### config.mk
export PLATFORM = sky130hd
export DESIGN_NAME = snes_pad_responder
export DESIGN_NICKNAME = d
export VERILOG_FILES = /design/src/rtl/snes_pad_responder.sv
export SDC_FILE = /design/constraint.sdc
export NUM_CORES = 1
export LEC_CHECK = 0
export ABC_AREA = 1
export BUFFER_PORTS_ARGS = -buffer_cell sky130_fd_sc_hd__buf_2
export CORE_ASPECT_RATIO = 0.5
export CORE_MARGIN = 5
export CORE_UTILIZATION = 57
export CTS_BUF_LIST = sky130_fd_sc_hd__clkbuf_8
export DETAILED_ROUTE_END_ITERATION = 10
export PLACE_DENSITY = 0.85
export SYNTH_ARGS = -nofsm -noshare
export SYNTH_HDL_FRONTEND = slang
export SYNTH_SLANG_ARGS = --single-unit
### constraint.sdc
create_clock -name PCLK -period 1.85 [get_ports PCLK]
set_input_delay 0.2775 -clock PCLK [delete_from_list [all_inputs] [get_ports PCLK]]
set_output_delay 0.2775 -clock PCLK [all_outputs]
set_load 0.02 [all_outputs]
### src/rtl/snes_pad_responder.sv
// snes_pad_responder: emulated serial game pad that latches a button word and shifts it out LSB first.
// Define PAD_DEBOUNCE_EN to synchronise and debounce the buttons inputs before they are latched.
module snes_pad_responder #(
    parameter int NBITS       = 16,
    parameter int SYNC_STAGES = 2,
    parameter int DB_CYCLES   = 4096
) (
    input  logic                         PCLK,
    input  logic                         PRESERN,
    input  logic                         pad_latch,
    input  logic                         pad_clk,
    input  logic [NBITS-1:0]             buttons,
    output logic                         pad_data,
    output logic                         busy,
    output logic                         frame_done,
    output logic [$clog2(NBITS+1)-1:0]   bit_idx
);
    localparam int BW = $clog2(NBITS+1);

    typedef enum logic [1:0] {IDLE, LATCH, SHIFT, DONE} state_t;

    logic [SYNC_STAGES-1:0] lat_sync_q, clk_sync_q;
    logic                   lat_dly_q, clk_dly_q;
    logic                   lat_rise_q, lat_fall_q, clk_rise_q;
    logic                   lat_lvl, clk_lvl;
    logic [NBITS-1:0]       btn, sr_q, sr_d;
    logic [BW-1:0]          bit_idx_q, bit_idx_d;
    logic                   pad_data_q, busy_q, frame_done_q;
    state_t                 state_q;

    assign lat_lvl = lat_sync_q[SYNC_STAGES-1];
    assign clk_lvl = clk_sync_q[SYNC_STAGES-1];

    always_ff @(posedge PCLK or negedge PRESERN) begin
        if (!PRESERN) begin
            lat_sync_q <= '0;
            clk_sync_q <= '1;
            lat_dly_q  <= 1'b0;
            clk_dly_q  <= 1'b1;
            lat_rise_q <= 1'b0;
            lat_fall_q <= 1'b0;
            clk_rise_q <= 1'b0;
        end else begin
            lat_sync_q <= {lat_sync_q[SYNC_STAGES-2:0], pad_latch};
            clk_sync_q <= {clk_sync_q[SYNC_STAGES-2:0], pad_clk};
            lat_dly_q  <= lat_lvl;
            clk_dly_q  <= clk_lvl;
            lat_rise_q <= lat_lvl & ~lat_dly_q;
            lat_fall_q <= ~lat_lvl & lat_dly_q;
            clk_rise_q <= clk_lvl & ~clk_dly_q;
        end
    end

`ifdef PAD_DEBOUNCE_EN
    localparam int CW = $clog2(DB_CYCLES+1);

    logic [NBITS-1:0] bs1_q, bs2_q, db_q;
    logic [CW-1:0]    cnt_q [NBITS];

    // a bit flips only after the raw input disagrees for DB_CYCLES cycles in a row
    always_ff @(posedge PCLK or negedge PRESERN) begin
        if (!PRESERN) begin
            bs1_q <= '0;
            bs2_q <= '0;
            db_q  <= '0;
            for (int i = 0; i < NBITS; i++) cnt_q[i] <= '0;
        end else begin
            bs1_q <= buttons;
            bs2_q <= bs1_q;
            for (int i = 0; i < NBITS; i++) begin
                if (bs2_q[i] == db_q[i]) begin
                    cnt_q[i] <= '0;
                end else if (cnt_q[i] == CW'(DB_CYCLES-1)) begin
                    db_q[i]  <= bs2_q[i];
                    cnt_q[i] <= '0;
                end else begin
                    cnt_q[i] <= cnt_q[i] + 1'b1;
                end
            end
        end
    end

    assign btn = db_q;
`else
    logic unused_db;
    assign unused_db = ^DB_CYCLES;
    assign btn = buttons;
`endif

    assign sr_d      = sr_q >> 1;
    assign bit_idx_d = bit_idx_q + 1'b1;

    // a latch edge outranks any serial clock edge and aborts a frame in flight
    always_ff @(posedge PCLK or negedge PRESERN) begin
        if (!PRESERN) begin
            state_q      <= IDLE;
            sr_q         <= '0;
            bit_idx_q    <= '0;
            pad_data_q   <= 1'b1;
            busy_q       <= 1'b0;
            frame_done_q <= 1'b0;
        end else begin
            frame_done_q <= 1'b0;
            if (lat_rise_q || (state_q == IDLE && lat_lvl)) begin
                state_q    <= LATCH;
                busy_q     <= 1'b0;
                bit_idx_q  <= '0;
                sr_q       <= btn;
                pad_data_q <= ~btn[0];
            end else begin
                case (state_q)
                    LATCH: begin
                        if (lat_fall_q) begin
                            state_q    <= SHIFT;
                            busy_q     <= 1'b1;
                            pad_data_q <= ~sr_q[0];
                        end else begin
                            sr_q       <= btn;
                            pad_data_q <= ~btn[0];
                        end
                    end
                    SHIFT: begin
                        if (clk_rise_q) begin
                            sr_q       <= sr_d;
                            pad_data_q <= ~sr_d[0];
                            bit_idx_q  <= bit_idx_d;
                            if (bit_idx_d == BW'(NBITS)) begin
                                state_q      <= DONE;
                                busy_q       <= 1'b0;
                                frame_done_q <= 1'b1;
                            end
                        end
                    end
                    default: pad_data_q <= 1'b1;
                endcase
            end
        end
    end

    assign pad_data   = pad_data_q;
    assign busy       = busy_q;
    assign frame_done = frame_done_q;
    assign bit_idx    = bit_idx_q;
endmodule

==> results of run 1 <==
-- kinds of logic after synthesis --
group | share of synthesized area, %
DFF | 49.89
adders and majority gates | 2.835
buffers and inverters | 11.13
and+or+nand+nor | 21.40
AOI/OAI and AO/OA | 13.75
xor gates and xnor gates | 0.9924
-- how the worst max path moves through the flow --
stage	endpoint	slack, ns	cells past startpoint
2_1_floorplan	sr_q[1]	0.36	9
3_3_place_gp	sr_q[12]	-0.004	8
3_5_place_dp	sr_q[5]	-0.15	8
4_1_cts	sr_q[2]	0.06	8
5_1_grt	sr_q[12]	-0.03	8
6_report	sr_q[12]	0.07	8
-- final cells by class --
cell class | instances | area, um^2
fillers | 214 | 884.6
flip-flops and latches | 35 | 880.8
multi-input cells | 128 | 699.4
inverters | 32 | 125.1
repair buffers | 34 | 225.2
clock inverters | 3 | 43.79
well taps | 40 | 50.05
clock buffers | 5 | 68.82
-- flip-flops by register name (all words and copies together), names as in the netlist, 2 cells and up --
signal / count
sr_q: 16
bit_idx: 5
clk_sync_q: 2
lat_sync_q: 2
state_q: 2
-- power by group --
part	switching, W	internal [W]	leakage, nW
combinational	0.00110	0.000680	0.640
sequential	0.000132	0.00104	0.431
clock	0.000283	0.000401	0.0581
-- stage by stage --
stage	std cells	hold slack, ns	util, %	cell area, um^2	setup TNS [ns]
2_1_floorplan	200	-0.01809	-	1765	0
3_3_place_gp	264	0.3324	64.29	1914	-0.01223
3_5_place_dp	264	0.3393	64.29	1914	-1.775
4_1_cts	273	0.08097	68.45	2038	0
5_1_grt	277	0.07150	70.29	2093	-0.02749
6_report	277	0.05720	70.29	2093	0
-- worst max-delay path, cell delays in order, from the launching register on --
cell and delay, ns:
dfrtp_1 0.38, inv_1 0.08, ha_1 0.23, a21oi_4 0.24
nand2_2 0.13, buf_12 0.18, o21ai_0 0.27, nand2_1 0.12
o21ai_2 0.08
-- cell usage in the layout, fill, tap and decap left out, types with 4 or more instances in the layout --
cell type and instances:
nand3_1 7, inv_1 30, nand2_2 5, dfrtp_1 31, nor2_1 9, o21ai_0 7
buf_4 4, ha_1 4, buf_2 27, o21ai_1 9, clkbuf_8 5, o21ai_2 13
nand2_1 58, dfstp_2 4
-- repair_timing --
| item | 4_1_cts | 5_1_grt |
|---|---|---|
| endpoints found under the setup margin | 16 | 17 |
| buffers inserted | 0 | 4 |
| cloned | 1 | 0 |
| hold buffers | 0 | 0 |
| pin swaps | 1 | 3 |
| gates resized for setup | 1 | 0 |
-- per-layer routing --
layer,global-route usage [%],vias up
met5,0,-
met4,6.784,0
met3,5.059,7
met2,28.82,39
met1,20.83,621
li1,-,702
==> impl_metrics.yaml, run 1 <==
setup_path:
  cp_max_fo: 29
  cp-start-kind: "flop"
  r2r-start: "state_q[0]"
  r2r_slack_ns: 0.07
  reg2reg_depth: 8
  end_kind: "flop"
  rr_endpoint: "sr_q[12]"
  critPathKind: "flop to flop"
  crit_start: "state_q[0]"
  cp.arrival_ns: 2.00
  critPathRequiredTime_ns: 2.06
yosys:
  synth_top_area_share_pct: 43.94
  ys_async_sr_fraction_pct: 100.0
  ys_seq_area_share_pct: 49.89
  ys_ff_latch: 35
  synth_cell_types: 25
  synth.most_common_cell: "nand2_1"
  synth_edf_count: 0
  avgSynthCellArea_um2: 8.827
  yosys_most_used_dff: "dfrtp_1"
  syn_nets: 224
  yosys_warnings: 0
  syn_inst: 200
  synth_top_cells_by_area: "dfrtp_1, nand2_1, o21ai_2"
  syn-cell-area_um2: 1765
  synthTopCellsByCount: "nand2_1, dfrtp_1, inv_1"
  yosysTopAreaCell: "dfrtp_1"
sta:
  fmax_mhz: 561.2
  setup_viol_count_final: 0
  final-hold-violation-count: 0
  relSlewSlack_pct: 48.55
  fin_crit_ns: 1.782
  worst_slack_ns: 0.06797
  worstMarginPinSlew_ns: 0.7718
  maxSlewViolCount: 0
  finClkSkew_ns: 0.01026
  min_period_over_period_pct: 96.33
run_status:
  status: "complete, no violations"
cells_and_area:
  fin_nets: 260
  layout-drive-gt1-share_pct: 30.80
  area_growth_pct: 18.57
  diodes: 0
floorplan:
  die_area_um2: 4378
  core-area_um2: 2978
  initial_utilization_pct: 59.29
  die_h_um: 49.36
  fp.dieW_um: 88.71
  rows: 14
  pin_count: 28
place:
  io_buffer_count: 27
  preCtsSetupSlack_ns: -0.1503
  dp.final_hpwl_um: 2261
  place.gp.congestion: 0.8640
global_route:
  grt_use_total_pct: 17.26
  grt_pass1_wl_um: 5720
  grt_pass1_vias: 1313
  gr-total-overflow: 0
  grt_max_degree: 36
  antenna_found_initial: 0
power_and_ir_drop:
  power_w: 0.003635
  vdd_drop_max_mv: 0.7412
  power_density_nw_per_um2: 1736
  p_leak_nw: 1.129
routing:
  via_count: 1369
  drt_first_pass_iters: 4
  drtAntennaViolNets: 0
  wl_met3_um: 196
  route.met2.wl_um: 1829
  drc: 0
  wl_met1_um: 1661
  routedWlPerCell_um: 13.44
  maxUsedRoutingLayer: "met4"
  viasPerCell: 4.942
  drtIter0Drc: 58
  routed_wl_um: 3722
clock_tree:
  clock-sinks: 35
  cts_tree: "done"
  clk_pin_slew_ns: 0.08
  root_buffer: "clkbuf_8"
  ctsLongestPathBuffers: 2
  cts_buffers: 5
  htreeDepth: 2
  clkLatencyLatePin_ns: 0.29
job:
  cap_viol_max_count: 0
worst_hold_path:
  min_path_type: "input port to async pin"
No activity file was read; power rests on OpenSTA's default activity.
==> run 2, diff against run 1 <==
clock period = 2.3 ns   (was 1.85 ns; I/O delays follow)
==> impl_metrics.yaml, run 2 (same netlist as run 1, synthesis figures left out) <==
run_status:
  status: "complete, no violations"
cells_and_area:
  fillCellCount: 243
  fin_nets: 252
  area_growth_pct: 11.06
  stdcell_area_um2: 1961
  final_cell_mix: "nand2_1, inv_1, dfrtp_1"
  largest_reg_flops: 16
  fin_util_pct: 65.84
  diodes: 0
  regMostFlops: "sr_q"
  layout-drive-gt1-share_pct: 27.51
  final_common_cell: "nand2_1"
setup_path:
  slowest_stage: "dfrtp_1"
  cp-start-kind: "flop"
  cp_max_fo: 31
  crit_top_cell: "nand2_1"
  cp.arrival_ns: 2.30
  crit_chain: "inv_1, ha_1, a21oi_4, nand2_2, inv_1, nand2_2, nand2_1, nand2_1, nand2_1"
  critPathKind: "flop to flop"
  end_kind: "flop"
  max_stage_delay_ns: 0.38
  critPathRequiredTime_ns: 2.53
clock_tree:
  cts_tree: "done"
  ctsLongestPathBuffers: 2
  cts_setup_buffers: 0
  cts_hold_buf: 0
  cts_buffers: 5
  root_buffer: "clkbuf_8"
  htreeDepth: 2
  cts_resized: 0
  clock-sinks: 35
  clkLatencyLatePin_ns: 0.29
  clk_pin_slew_ns: 0.07
global_route:
  grt_pass1_wl_um: 5733
  antenna_found_initial: 0
  grt_pass1_vias: 1263
  grt_use_total_pct: 17.62
  gr-total-overflow: 0
  grt_max_degree: 36
sta:
  maxSlewViolCount: 0
  final-hold-violation-count: 0
  setup_viol_count_final: 0
  finClkSkew_ns: 0.001740
  hold_ws_ns: 0.1195
  relSlewSlack_pct: 44.17
  fmax_mhz: 483.9
  worstMarginPinSlew_ns: 0.8354
  min_period_over_period_pct: 89.84
  fin_crit_ns: 2.066
  tns_ns: 0
  grt_setup_unrepaired: "false"
routing:
  drtAntennaViolNets: 0
  routed_wl_um: 3267
  viasPerCell: 4.911
  drc: 0
  drt_first_pass_iters: 4
  via_count: 1321
  routedWlPerCell_um: 12.14
  drtIter0Drc: 62
worst_hold_path:
  min_path_type: "input port to async pin"
floorplan:
  die_area_um2: 4378
  core-area_um2: 2978
  die_h_um: 49.36
  initial_utilization_pct: 59.29
  pin_count: 28
  rows: 14
  fp.dieW_um: 88.71
place:
  io_buffer_count: 27
  dp.final_hpwl_um: 2382
  dpl_cell_area_um2: 1879
  place.gp.congestion: 0.8371
power_and_ir_drop:
  power_density_nw_per_um2: 1291
  vdd_drop_max_mv: 0.5787
  p_leak_nw: 1.069
job:
  cap_viol_max_count: 0
## run 2: changes by cell type in the layout (fill, tap and decap cells not counted), sizes merged
| cell | previous run | this run |
|---|---|---|
| clkinv | 2 | 1 |
| nor2 | 12 | 11 |
| bufinv | 1 | 0 |
| buf | 34 | 27 |
| inv | 32 | 34 |
## run 2: final cells by class
| class | count | area, um^2 | area share [%] |
|---|---|---|---|
| clock inverter | 3 | 12.51 | 0.6382 |
| multi-input combinational | 127 | 688.2 | 35.10 |
| inverter | 32 | 125.1 | 6.382 |
| clock buffer | 5 | 68.82 | 3.510 |
| tap | 40 | 50.05 | 2.553 |
| timing repair buffer | 27 | 135.1 | 6.892 |
| sequential | 35 | 880.8 | 44.93 |
## run 2: worst paths after layout
| path | slack [ns] | end | start | depth (start not counted) |
|---|---|---|---|---|
| worst max-delay path | 0.23 | state_q[0] | state_q[0] | 9 |
| worst min-delay path | 0.12 | lat_sync_q[0] | PRESERN | 1 |
| worst max register to register | 0.23 | state_q[0] | state_q[0] | 9 |
| worst min register to register | 0.36 | clk_sync_q[1] | clk_sync_q[0] | 0 |
| max in group asynchronous | 1.70 | bit_idx[0] | PRESERN | 1 |
| min in group PCLK | 0.15 | clk_sync_q[0] | pad_clk | 1 |
## run 2: power breakdown
| group | switching, W | internal [W] | total, W | leakage, nW |
|---|---|---|---|---|
| Sequential | 0.000101 | 0.000835 | 0.000936 | 0.431 |
| Clock | 0.000215 | 0.000203 | 0.000419 | 0.0505 |
| Combinational | 0.000789 | 0.000387 | 0.00118 | 0.588 |
## run 2: critical path: cells and delay by family (launching register included)
| kind | cells | cell delay [ns] |
|---|---|---|
| AO/OA/AOI/OAI | 1 | 0.28 |
| flip-flops | 1 | 0.38 |
| buffers and inverters | 2 | 0.32 |
| adder cells (fa/ha/maj) | 1 | 0.23 |
| AND/OR/NAND/NOR | 5 | 0.78 |
## run 2: metrics by stage
| stage | cells | worst slack (ns) | power [W] |
|---|---|---|---|
| global placement | 261 | 0.4118 | 0.002050 |
| floorplan | 200 | 0.8082 | 0.001998 |
| detailed placement | 261 | 0.2804 | 0.002128 |
| CTS | 269 | 0.2577 | 0.002550 |
| global route | 269 | 0.001706 | 0.002756 |
| finish | 269 | 0.2336 | 0.002531 |
## run 2: layer usage
| layer | global-route usage (%) | vias up | wire length, um |
|---|---|---|---|
| li1 | - | 675 | - |
| met1 | 20.75 | 605 | 1414 |
| met2 | 27.96 | 30 | 1614 |
| met3 | 5.734 | 11 | 164 |
| met4 | 10.30 | 0 | 74 |
| met5 | 0 | - | 0 |
==> run 3, diff against run 2 <==
CELL_PAD_IN_SITES_DETAIL_PLACEMENT = 1   (was default)
CELL_PAD_IN_SITES_GLOBAL_PLACEMENT = 1   (was default)
CORE_UTILIZATION = 47   (was 57)
PLACE_DENSITY = 0.91   (was 0.85)
==> impl_metrics.yaml, run 3 (same netlist as run 1, synthesis figures left out) <==
run_status:
  status: "complete, no violations"
cells_and_area:
  fin_nets: 254
  layout-drive-gt1-share_pct: 28.57
  final_common_cell: "nand2_1"
  area_growth_pct: 13.68
  fin_util_pct: 56.88
  diodes: 0
  final_cell_mix: "nand2_1, inv_1, dfrtp_1"
  largest_reg_flops: 16
  regMostFlops: "sr_q"
power_and_ir_drop:
  p_seq_share_pct: 34.9
  swShare_pct: 43.88
  p_switching_w: 0.001181
  p_int_w: 0.001511
  comb_power_share_pct: 47.1
  power_density_nw_per_um2: 1342
  vdd_drop_max_mv: 0.5132
  p_leak_nw: 1.080
  power_frac_clock_pct: 18.0
floorplan:
  die_area_um2: 5156
  core-area_um2: 3528
  initial_utilization_pct: 50.04
  pin_count: 28
  fp.dieW_um: 96.68
  rows: 15
  die_h_um: 53.34
sta:
  tns_ns: 0
  relSlewSlack_pct: 37.69
  maxSlewViolCount: 0
  grt_setup_unrepaired: "false"
  worstMarginPinSlew_ns: 0.9337
  final-hold-violation-count: 0
  fin_crit_ns: 2.127
  min_period_over_period_pct: 92.46
  finClkSkew_ns: 0.009502
  worst_slack_ns: 0.1733
  fmax_mhz: 470.2
  setup_viol_count_final: 0
routing:
  drtAntennaViolNets: 0
  drt_first_pass_iters: 4
  routed_wl_um: 4073
  routedWlPerCell_um: 14.44
  drtIter0Drc: 32
  drc: 0
  via_count: 1416
  viasPerCell: 5.021
setup_path:
  crit_family: "simple AND/OR/NAND/NOR gates"
  cp_max_fo: 15
  cp.arrival_ns: 2.35
  r2r_slack_ns: 0.17
  slowest_stage: "nor2_2"
  critPathKind: "flop to flop"
  end_kind: "flop"
  max_stage_delay_ns: 0.75
  cp-start-kind: "flop"
  crit_chain: "inv_1, ha_1, inv_1, nand3_1, nand2_2, nor2_2, nand2_1, nand2_1"
  critPathBufInv: 2
  critPathRequiredTime_ns: 2.53
clock_tree:
  root_buffer: "clkbuf_8"
  cts_buffers: 5
  cts_setup_buffers: 0
  cts_hold_buf: 0
  clk_pin_slew_ns: 0.07
  clock-sinks: 35
  cts_tree: "done"
  htreeDepth: 2
  clkLatencyLatePin_ns: 0.29
  ctsLongestPathBuffers: 2
  cts_resized: 0
job:
  cap_viol_max_count: 0
place:
  dp.final_hpwl_um: 2901
  preCtsSetupSlack_ns: 0.2145
  place.gp.congestion: 0.8004
  io_buffer_count: 27
global_route:
  grt_max_degree: 36
  grt_pass1_vias: 1472
  grt_use_total_pct: 16.94
  grt_pass1_wl_um: 6741
  antenna_found_initial: 0
  gr-total-overflow: 0
worst_hold_path:
  min_path_type: "input port to async pin"
-- run 3: path summary, 6_finish.rpt --
check,from,end,depth (start not counted)
min reg2reg,lat_sync_q[0],lat_sync_q[1],0
max in group asynchronous,PRESERN,sr_q[15],1
max,state_q[0],sr_q[0],8
min,PRESERN,sr_q[9],1
max reg2reg,state_q[0],sr_q[0],8
min in group PCLK,pad_clk,clk_sync_q[0],1
-- run 3: power by group through the flow --
stage / sequential [W] / combinational [W] / clock (W)
floorplan: 0.000962 / 0.00104 / 0
global placement: 0.000932 / 0.00115 / 0
detailed placement: 0.000949 / 0.00123 / 0
CTS: 0.000938 / 0.00126 / 0.000498
global route: 0.000956 / 0.00144 / 0.000532
finish: 0.000940 / 0.00127 / 0.000484
-- run 3: routing by layer --
layer | vias up | routed length, um | track usage (%) | share of wire, %
li1 | 684 | - | - | -
met1 | 694 | 1793 | 18.73 | 44
met2 | 31 | 2052 | 31.62 | 50
met3 | 7 | 167 | 4.474 | 4.1
met4 | 0 | 59 | 7.459 | 1.4
met5 | - | 0 | 0 | 0
-- run 3: final cells by class --
class | instances | area, um^2
clock buffers | 7 | 96.34
multi-input cells | 128 | 694.4
fillers | 440 | 1521
well taps | 51 | 63.81
inverters | 32 | 125.1
repair buffers | 28 | 142.6
clock inverters | 1 | 3.754
flip-flops and latches | 35 | 880.8
-- run 3: through the flow --
step | instance area [um^2] | total power, W | cells | hold WS (ns)
floorplan | 1765 | 0.001998 | 200 | 0.04941
global placement | 1901 | 0.002079 | 273 | 0.3327
detailed placement | 1901 | 0.002183 | 273 | 0.3426
CTS | 2001 | 0.002692 | 281 | 0.1490
global route | 2007 | 0.002924 | 282 | 0.1422
finish | 2007 | 0.002693 | 282 | 0.1329
-- run 3: worst reg2reg max path: cells and delay by family (launching register included) --
kind,cells,cell delay [ns]
adder cells (fa/ha/maj),1,0.29
AND/OR/NAND/NOR,5,1.19
buffers and inverters,2,0.20
flip-flops,1,0.40
